`src/rtl/cmult_rr_sched_pkg.sv`:
```
// Shared types and helpers for the round-robin complex-multiplier scheduler.
package cmult_rr_sched_pkg;

  typedef enum logic [0:0] {
    ST_FLUSH = 1'b0,
    ST_RUN   = 1'b1
  } sched_state_e;

  function automatic int unsigned prod_width(input int unsigned w1, input int unsigned w2);
    return w1 + w2 + 32'd1;
  endfunction

endpackage

```
`src/rtl/cmult_rr_sched_cmult.sv`:
```
// Pipelined full-precision complex multiplier; deliberately has no reset, like the
// hard multiplier it models, so stale data can sit in it across a scheduler reset.
module cmult_rr_sched_cmult #(
  parameter int DIN1_WIDTH = 16,
  parameter int DIN2_WIDTH = 16,
  parameter int MULT_LAT   = 6,
  localparam int PW = DIN1_WIDTH + DIN2_WIDTH,
  localparam int W  = PW + 1
) (
  input  logic                         clk,
  input  logic signed [DIN1_WIDTH-1:0] a_re,
  input  logic signed [DIN1_WIDTH-1:0] a_im,
  input  logic signed [DIN2_WIDTH-1:0] b_re,
  input  logic signed [DIN2_WIDTH-1:0] b_im,
  input  logic                         din_valid,
  output logic signed [W-1:0]          dout_re,
  output logic signed [W-1:0]          dout_im,
  output logic                         dout_valid
);

  logic signed [PW-1:0] p_rr_r, p_ii_r, p_ri_r, p_ir_r;
  logic signed [W-1:0]  re_dly_r [MULT_LAT-1];
  logic signed [W-1:0]  im_dly_r [MULT_LAT-1];
  logic [MULT_LAT-1:0]  v_pipe_r;

  // Partial products, sum stage, then delay padding up to MULT_LAT
  always_ff @(posedge clk) begin
    p_rr_r <= PW'(a_re) * PW'(b_re);
    p_ii_r <= PW'(a_im) * PW'(b_im);
    p_ri_r <= PW'(a_re) * PW'(b_im);
    p_ir_r <= PW'(a_im) * PW'(b_re);
    re_dly_r[0] <= W'(p_rr_r) - W'(p_ii_r);
    im_dly_r[0] <= W'(p_ri_r) + W'(p_ir_r);
    for (int i = 1; i < MULT_LAT - 1; i++) begin
      re_dly_r[i] <= re_dly_r[i-1];
      im_dly_r[i] <= im_dly_r[i-1];
    end
    v_pipe_r <= {v_pipe_r[MULT_LAT-2:0], din_valid};
  end

  assign dout_re    = re_dly_r[MULT_LAT-2];
  assign dout_im    = im_dly_r[MULT_LAT-2];
  assign dout_valid = v_pipe_r[MULT_LAT-1];

endmodule

```
`src/rtl/cmult_rr_sched.sv`:
```
// Round-robin scheduler sharing one complex multiplier among NREQ requesters,
// with a tag pipe carrying requester id/user bit alongside each product.
module cmult_rr_sched
  import cmult_rr_sched_pkg::*;
#(
  parameter int NREQ       = 4,
  parameter int DIN1_WIDTH = 16,
  parameter int DIN2_WIDTH = 16,
  parameter int MULT_LAT   = 6,
  localparam int IDW = $clog2(NREQ),
  localparam int W   = int'(prod_width(DIN1_WIDTH, DIN2_WIDTH))
) (
  input  logic                         clk,
  input  logic                         rst,
  input  logic [NREQ-1:0]              req_valid,
  output logic [NREQ-1:0]              req_ready,
  input  logic [NREQ-1:0]              req_user,
  input  logic [NREQ*DIN1_WIDTH-1:0]   din1_re,
  input  logic [NREQ*DIN1_WIDTH-1:0]   din1_im,
  input  logic [NREQ*DIN2_WIDTH-1:0]   din2_re,
  input  logic [NREQ*DIN2_WIDTH-1:0]   din2_im,
  output logic signed [W-1:0]          dout_re,
  output logic signed [W-1:0]          dout_im,
  output logic [IDW-1:0]               dout_id,
  output logic                         dout_user,
  output logic                         dout_valid,
  output logic                         err_align
);

  localparam int CW = $clog2(MULT_LAT + 1);

  sched_state_e                 state_r;
  logic [CW-1:0]                flush_cnt_r;
  logic [IDW-1:0]               ptr_r;
  logic [IDW-1:0]               gnt_idx_s;
  logic                         gnt_found_s;
  logic                         hit_s;
  int                           cand_s;
  logic [NREQ-1:0]              ready_s;
  logic                         transfer_s;
  logic [IDW-1:0]               next_ptr_s;

  logic signed [DIN1_WIDTH-1:0] op1_re_r, op1_im_r;
  logic signed [DIN2_WIDTH-1:0] op2_re_r, op2_im_r;
  logic                         din_v_r;
  logic signed [W-1:0]          mult_re_s, mult_im_s;
  logic                         mult_valid_s;

  logic [MULT_LAT:0]            tag_v_r;
  logic [MULT_LAT:0]            tag_u_r;
  logic [IDW-1:0]               tag_id_r [MULT_LAT+1];

  // Priority search starting at the pointer, wrapping NREQ-1 -> 0
  always_comb begin
    gnt_found_s = 1'b0;
    gnt_idx_s   = '0;
    hit_s       = 1'b0;
    cand_s      = 0;
    for (int i = 0; i < NREQ; i++) begin
      cand_s      = int'(ptr_r) + i;
      cand_s      = (cand_s >= NREQ) ? cand_s - NREQ : cand_s;
      hit_s       = !gnt_found_s && req_valid[cand_s[IDW-1:0]];
      gnt_idx_s   = hit_s ? cand_s[IDW-1:0] : gnt_idx_s;
      gnt_found_s = gnt_found_s | hit_s;
    end
  end

  // Grant only in Run and never while reset is being applied
  always_comb begin
    if ((state_r == ST_RUN) && rst && gnt_found_s) begin
      ready_s = {{(NREQ-1){1'b0}}, 1'b1} << gnt_idx_s;
    end else begin
      ready_s = '0;
    end
    transfer_s = |(ready_s & req_valid);
    next_ptr_s = (gnt_idx_s == IDW'(NREQ - 1)) ? '0 : gnt_idx_s + IDW'(1'b1);
  end

  assign req_ready = ready_s;

  // Flush/Run control and round-robin pointer
  always_ff @(posedge clk) begin
    if (!rst) begin
      state_r     <= ST_FLUSH;
      flush_cnt_r <= CW'(MULT_LAT);
      ptr_r       <= '0;
    end else begin
      case (state_r)
        ST_FLUSH: begin
          if (flush_cnt_r == CW'(1'b1)) begin
            state_r     <= ST_RUN;
            flush_cnt_r <= '0;
          end else begin
            flush_cnt_r <= flush_cnt_r - CW'(1'b1);
          end
        end
        ST_RUN: begin
          if (transfer_s) begin
            ptr_r <= next_ptr_s;
          end
        end
        default: begin
          state_r     <= ST_FLUSH;
          flush_cnt_r <= CW'(MULT_LAT);
        end
      endcase
    end
  end

  // Registered operand mux feeding the shared multiplier
  always_ff @(posedge clk) begin
    if (!rst) begin
      din_v_r  <= 1'b0;
      op1_re_r <= '0;
      op1_im_r <= '0;
      op2_re_r <= '0;
      op2_im_r <= '0;
    end else begin
      din_v_r <= transfer_s;
      if (transfer_s) begin
        op1_re_r <= din1_re[gnt_idx_s*DIN1_WIDTH +: DIN1_WIDTH];
        op1_im_r <= din1_im[gnt_idx_s*DIN1_WIDTH +: DIN1_WIDTH];
        op2_re_r <= din2_re[gnt_idx_s*DIN2_WIDTH +: DIN2_WIDTH];
        op2_im_r <= din2_im[gnt_idx_s*DIN2_WIDTH +: DIN2_WIDTH];
      end
    end
  end

  cmult_rr_sched_cmult #(
    .DIN1_WIDTH (DIN1_WIDTH),
    .DIN2_WIDTH (DIN2_WIDTH),
    .MULT_LAT   (MULT_LAT)
  ) u_mult (
    .clk        (clk),
    .a_re       (op1_re_r),
    .a_im       (op1_im_r),
    .b_re       (op2_re_r),
    .b_im       (op2_im_r),
    .din_valid  (din_v_r),
    .dout_re    (mult_re_s),
    .dout_im    (mult_im_s),
    .dout_valid (mult_valid_s)
  );

  // Tag pipe: stage 0 lines up with the operand register, last stage with mult dout_valid
  always_ff @(posedge clk) begin
    if (!rst) begin
      tag_v_r <= '0;
      tag_u_r <= '0;
      for (int i = 0; i <= MULT_LAT; i++) begin
        tag_id_r[i] <= '0;
      end
    end else begin
      tag_v_r     <= {tag_v_r[MULT_LAT-1:0], transfer_s};
      tag_u_r     <= {tag_u_r[MULT_LAT-1:0], req_user[gnt_idx_s]};
      tag_id_r[0] <= gnt_idx_s;
      for (int i = 1; i <= MULT_LAT; i++) begin
        tag_id_r[i] <= tag_id_r[i-1];
      end
    end
  end

  // Output register; the tag pipe, not the unreset multiplier, decides validity
  always_ff @(posedge clk) begin
    if (!rst) begin
      dout_valid <= 1'b0;
      dout_id    <= '0;
      dout_user  <= 1'b0;
      dout_re    <= '0;
      dout_im    <= '0;
      err_align  <= 1'b0;
    end else begin
      dout_valid <= (state_r == ST_RUN) && tag_v_r[MULT_LAT];
      if ((state_r == ST_RUN) && tag_v_r[MULT_LAT]) begin
        dout_id   <= tag_id_r[MULT_LAT];
        dout_user <= tag_u_r[MULT_LAT];
        dout_re   <= mult_re_s;
        dout_im   <= mult_im_s;
      end
      if ((state_r == ST_RUN) && (tag_v_r[MULT_LAT] != mult_valid_s)) begin
        err_align <= 1'b1;
      end
    end
  end

endmodule

```
`config.mk`:
```
export PLATFORM = sky130hd
export DESIGN_NAME = cmult_rr_sched
export DESIGN_NICKNAME = d
export VERILOG_FILES = /design/src/rtl/cmult_rr_sched_pkg.sv /design/src/rtl/cmult_rr_sched_cmult.sv /design/src/rtl/cmult_rr_sched.sv
export SDC_FILE = /design/constraint.sdc
export NUM_CORES = 2
export LEC_CHECK = 0
export CAP_MARGIN = 5
export CORE_ASPECT_RATIO = 1.4
export CORE_UTILIZATION = 52
export DETAILED_ROUTE_END_ITERATION = 10
export GPL_ROUTABILITY_DRIVEN = 0
export PLACE_DENSITY = 0.74
export SLEW_MARGIN = 20
export SYNTH_ARGS = -nofsm -noshare
export SYNTH_HDL_FRONTEND = slang
export SYNTH_HIERARCHICAL = 1
export SYNTH_SLANG_ARGS = --single-unit
```
`constraint.sdc`:
```
create_clock -name clk -period 6.4 [get_ports clk]
set_input_delay 0.64 -clock clk [delete_from_list [all_inputs] [get_ports clk]]
set_output_delay 0.64 -clock clk [all_outputs]
set_load 0.02 [all_outputs]
```
==> summary.txt <==
Setup crit end = u_mult/p_ri_r[25]
post-synthesis sequential area ratio = 20.5%
layout cells sized above 1 = 5.61%
worst slew pin tran = 1.18 ns
Distinct cells, synth = 89
number of fill cells in the layout = 9,838
Vias = 45,971
P per Cell Area = 129 mW/mm²
initial antenna violation count = 7
first-pass GRT wire length = 262,000 µm
HP Class = flip-flop to flip-flop
CTS sink count = 633
Sw Ratio = 25.4%
clock latency on the worst-skew pair = 0.69 ns
Gate power share = 9.9%
P_sw = 2.28 mW
postcts setup bufs = 0
Max Slew Vio Count = 0
Synth Register Bits = 633
DIE HEIGHT = 410 µm
Syn Inst Count = 6,521
Routed Antenna Nets = 0
initial core utilization = 52.4%
placed insts = 8,243
Critical Path Start = op2_im_r[7]
Final Hold Vio Count = 0
top-area cell type share of the netlist area = 34.0%
WL per Instance = 20.0 µm
total power = 8.96 mW
CTS Buffer Depth = 3
CP Data Required Time = 6.97 ns
Die ar. = 0.120 mm²
Slew HR = 20.6%
critical path, cell by cell = buf_4, nand2_1, fa_1, inv_1, fa_1, fa_1, fa_1, fa_1, inv_1, fa_1, inv_1, ha_1, and3_1, a221o_1, a22oi_2, nand2_1, o41a_1, a211o_1, a31oi_1, xnor2_1
Post-Layout Cell Count = 8,356
vias in the first global route = 48,889
CP Max Fanout = 14
Seq pwr share = 48.1%
Ys Warns = 6
top cells by area, synth = fa_1, dfxtp_1, ha_1
via density per instance = 5.50
hold buffers post-CTS = 0
Crit-path slowest cell = fa_1
Worst R2R End = u_mult/p_ri_r[25]
Critical R2R Launch = op2_im_r[7]
Max VDD drop = 0.000208 V
DRT Wirelength = 167,000 µm
DP HPWL = 130,000 µm
Site Rows = 149
Critical Path Start Type = flip-flop
EDFF count, synth = 0
Congestion Overflow GR = 0
fmax = 160 MHz
Synth Cell Area = 0.0618 mm²
R2R setup slack = 0.16 ns
critical path's most frequent cell = fa_1
iteration count of the initial detailed-routing pass = 6
Root Buffer = clkbuf_16
IO Pins = 341
Core ar. = 0.118 mm²
Layout area overhead = 12.6%
gr usage total = 28.0%
number of buffers added on ports = 340
nets = 8,431
Worst R2R Path Depth = 20
element type at the critical path end = flip-flop
Max-Cap Viols = 0
clock transition at the registers of the reported paths = 0.07 ns
pin count of the biggest net entering global routing = 92
Top FF cell, synth = dfxtp_1
H-tree depth = 2
Worst EP arrival = 6.80 ns
clock power share = 42.0%
Post-Syn Area per Cell = 9.47 µm²
# DRC = 0
Synth area leader = fa_1
DRT iter0 DRCs = 3,235
Post-synth ARST share = 0%
final setup violation count = 0
Tcrit/Tclk final = 97.5%
CTS buffer count = 58
status = finished, final reports clean
CTS tree = done
CP peak stage delay = 0.57 ns
total internal power = 6.68 mW
CP Class = flip-flop to flip-flop
clock skew = 0.0600 ns
Die X = 293 µm
Core Util, Final = 59.0%
Leak = 34.0 nW
syn nets = 8,232
Tmin final = 6.24 ns
-- registers in the layout, summed over array words and instances, names as in the netlist --
signal           flops
op2_im_r            16
tag_v_r              7
op1_re_r            16
dout_re             33
op2_re_r            16
dout_id              2
ptr_r                2
op1_im_r            16
state_r              1
u_mult/p_ri_r       32
tag_id_r            14
u_mult/im_dly_r    165
u_mult/v_pipe_r      6
dout_im             33
dout_user            1
u_mult/re_dly_r    165
u_mult/p_rr_r       32
dout_valid           1
u_mult/p_ir_r       32
u_mult/p_ii_r       32
flush_cnt_r          3
err_align            1
tag_u_r              7
-- what timing repair did --
item / 4_1_cts / 5_1_grt
pin swaps: 0 / 1
endpoints found under the setup margin: 12 / 34
resized for setup: 5 / 51
gates cloned: 0 / 2
-- metrics by stage --
| step | hold slack, ns | TNS, ns | instance area [µm²] | setup WS (ns) |
|---|---|---|---|---|
| global route | 0.327 | -0.0559 | 69500 | -0.0274 |
| finish | 0.317 | 0 | 69500 | 0.163 |
| global placement | 0.310 | 0 | 67200 | 0.0694 |
| CTS | 0.320 | 0 | 69300 | 0.0223 |
| floorplan | 0.310 | 0 | 61800 | 0.285 |
| detailed placement | 0.312 | -0.624 | 67200 | -0.124 |
-- synthesized netlist by cell type, drive strengths merged, types with 4 or more instances --
cell and n:
clkbuf 265, a22oi 4, and3 85, dfxtp 633
nand3 39, nand3b 6, xnor2 135, nor3 38
ha 395, a2bb2oi 4, inv 1228, nor2b 25
a31o 8, o311ai 8, a21boi 4, fa 1050
nand2b 44, o21a 161, nand2 684, or2 7
o31ai 73, a211o 12, o2111ai 4, nand4 11
xor2 37, a31oi 15, nor4 11, and2 539
a211oi 157, or3 11, o21bai 17, o211ai 15
a21o 53, a2111oi 9, buf 131, nor3b 5
a21oi 214, a221oi 7, a311o 6, nor2 175
and4 5, a311oi 6, o21ai 82, a41oi 66
-- layer usage --
metal	wire, µm	GRT usage [%]
met4	14800	21.0
met1	58800	31.4
met3	10000	3.77
met2	83100	48.6
met5	70	0
-- power by group through the flow --
stage               Clock [mW]  Combinational [mW]  Sequential (mW)
finish                    3.76               0.888             4.31
global route              3.99               0.947             4.33
CTS                       3.84               0.875             4.31
detailed placement           0               0.869             4.40
global placement             0               0.856             4.39
floorplan                    0               0.535             4.34
-- worst max-delay path, delay by kind of cell (launching register included) --
kind | cells | cell delay [ns]
adder cells (fa/ha/maj) | 7 | 3.38
AO/OA/AOI/OAI | 5 | 1.34
AND/OR/NAND/NOR | 3 | 0.41
buffers and inverters | 4 | 0.42
XOR/XNOR | 1 | 0.14
flip-flops | 1 | 0.42
-- cell families (layout without fill, tap and decap cells) --
group                    count (synthesis)  in the layout  share of synthesized area, %
flip-flops                             633            633                          20.5
AO/OA/AOI/OAI                          952            952                          10.9
buffers and inverters                 1624           1872                          10.5
XOR/XNOR                               172            172                          2.44
other                                    0              2                             0
multiplexers                             4              4                        0.0669
adder cells (fa/ha/maj)               1445           1445                          42.0
AND/OR/NAND/NOR                       1691           1691                          13.6
-- cell type report --
type	count	area [µm²]	share of cell area [%]
antenna	2	5.00	0.00720
inverter	1228	4610	6.63
clock inverter	38	526	0.756
timing repair buffer	535	5380	7.74
tap	1585	1980	2.85
sequential	633	12700	18.3
multi-input combinational	4264	42700	61.5
clock buffer	71	1570	2.26
-- cells in the final DEF, fill, tap and decap left out, types with 7 or more instances in the layout --
cell type	synthesis	final
o21bai_1	17	17
nor2b_1	24	24
a211o_1	12	12
o311ai_1	7	7
ha_1	395	394
a211oi_1	156	154
xnor2_1	135	135
nand2b_1	44	44
nor2_1	174	174
dfxtp_2	0	22
a31oi_1	14	14
nand3_1	39	39
a41oi_1	65	65
clkdlybuf4s50_1	0	339
clkbuf_16	0	60
bufinv_16	0	7
inv_6	0	9
fa_1	1050	1046
inv_1	1224	1224
or3_1	11	11
o31ai_1	73	72
o21ai_1	35	34
a21o_1	51	51
nor3_1	37	36
o211ai_1	14	14
and3_1	85	85
dfxtp_1	633	607
and2_1	538	537
buf_12	0	36
o21ai_0	47	47
buf_4	72	151
xor2_1	37	37
nand2_1	684	683
clkbuf_8	0	7
a21oi_1	214	213
clkinv_2	0	9
nand4_1	11	11
o21a_1	161	161
nor4_1	10	10
-- worst min-delay path by stage --
stage	depth (start not counted)	slack (ns)	end	from
2_1_floorplan	0	0.31	u_mult/im_dly_r[0][100]	u_mult/im_dly_r[0][67]
3_3_place_gp	0	0.31	u_mult/im_dly_r[0][36]	u_mult/im_dly_r[0][3]
3_5_place_dp	0	0.31	u_mult/im_dly_r[0][108]	u_mult/im_dly_r[0][75]
4_1_cts	0	0.32	u_mult/im_dly_r[0][148]	u_mult/im_dly_r[0][115]
5_1_grt	0	0.33	u_mult/re_dly_r[0][59]	u_mult/re_dly_r[0][26]
6_report	0	0.32	u_mult/im_dly_r[0][148]	u_mult/im_dly_r[0][115]
Note: power is estimated with default switching activity, not from simulation.
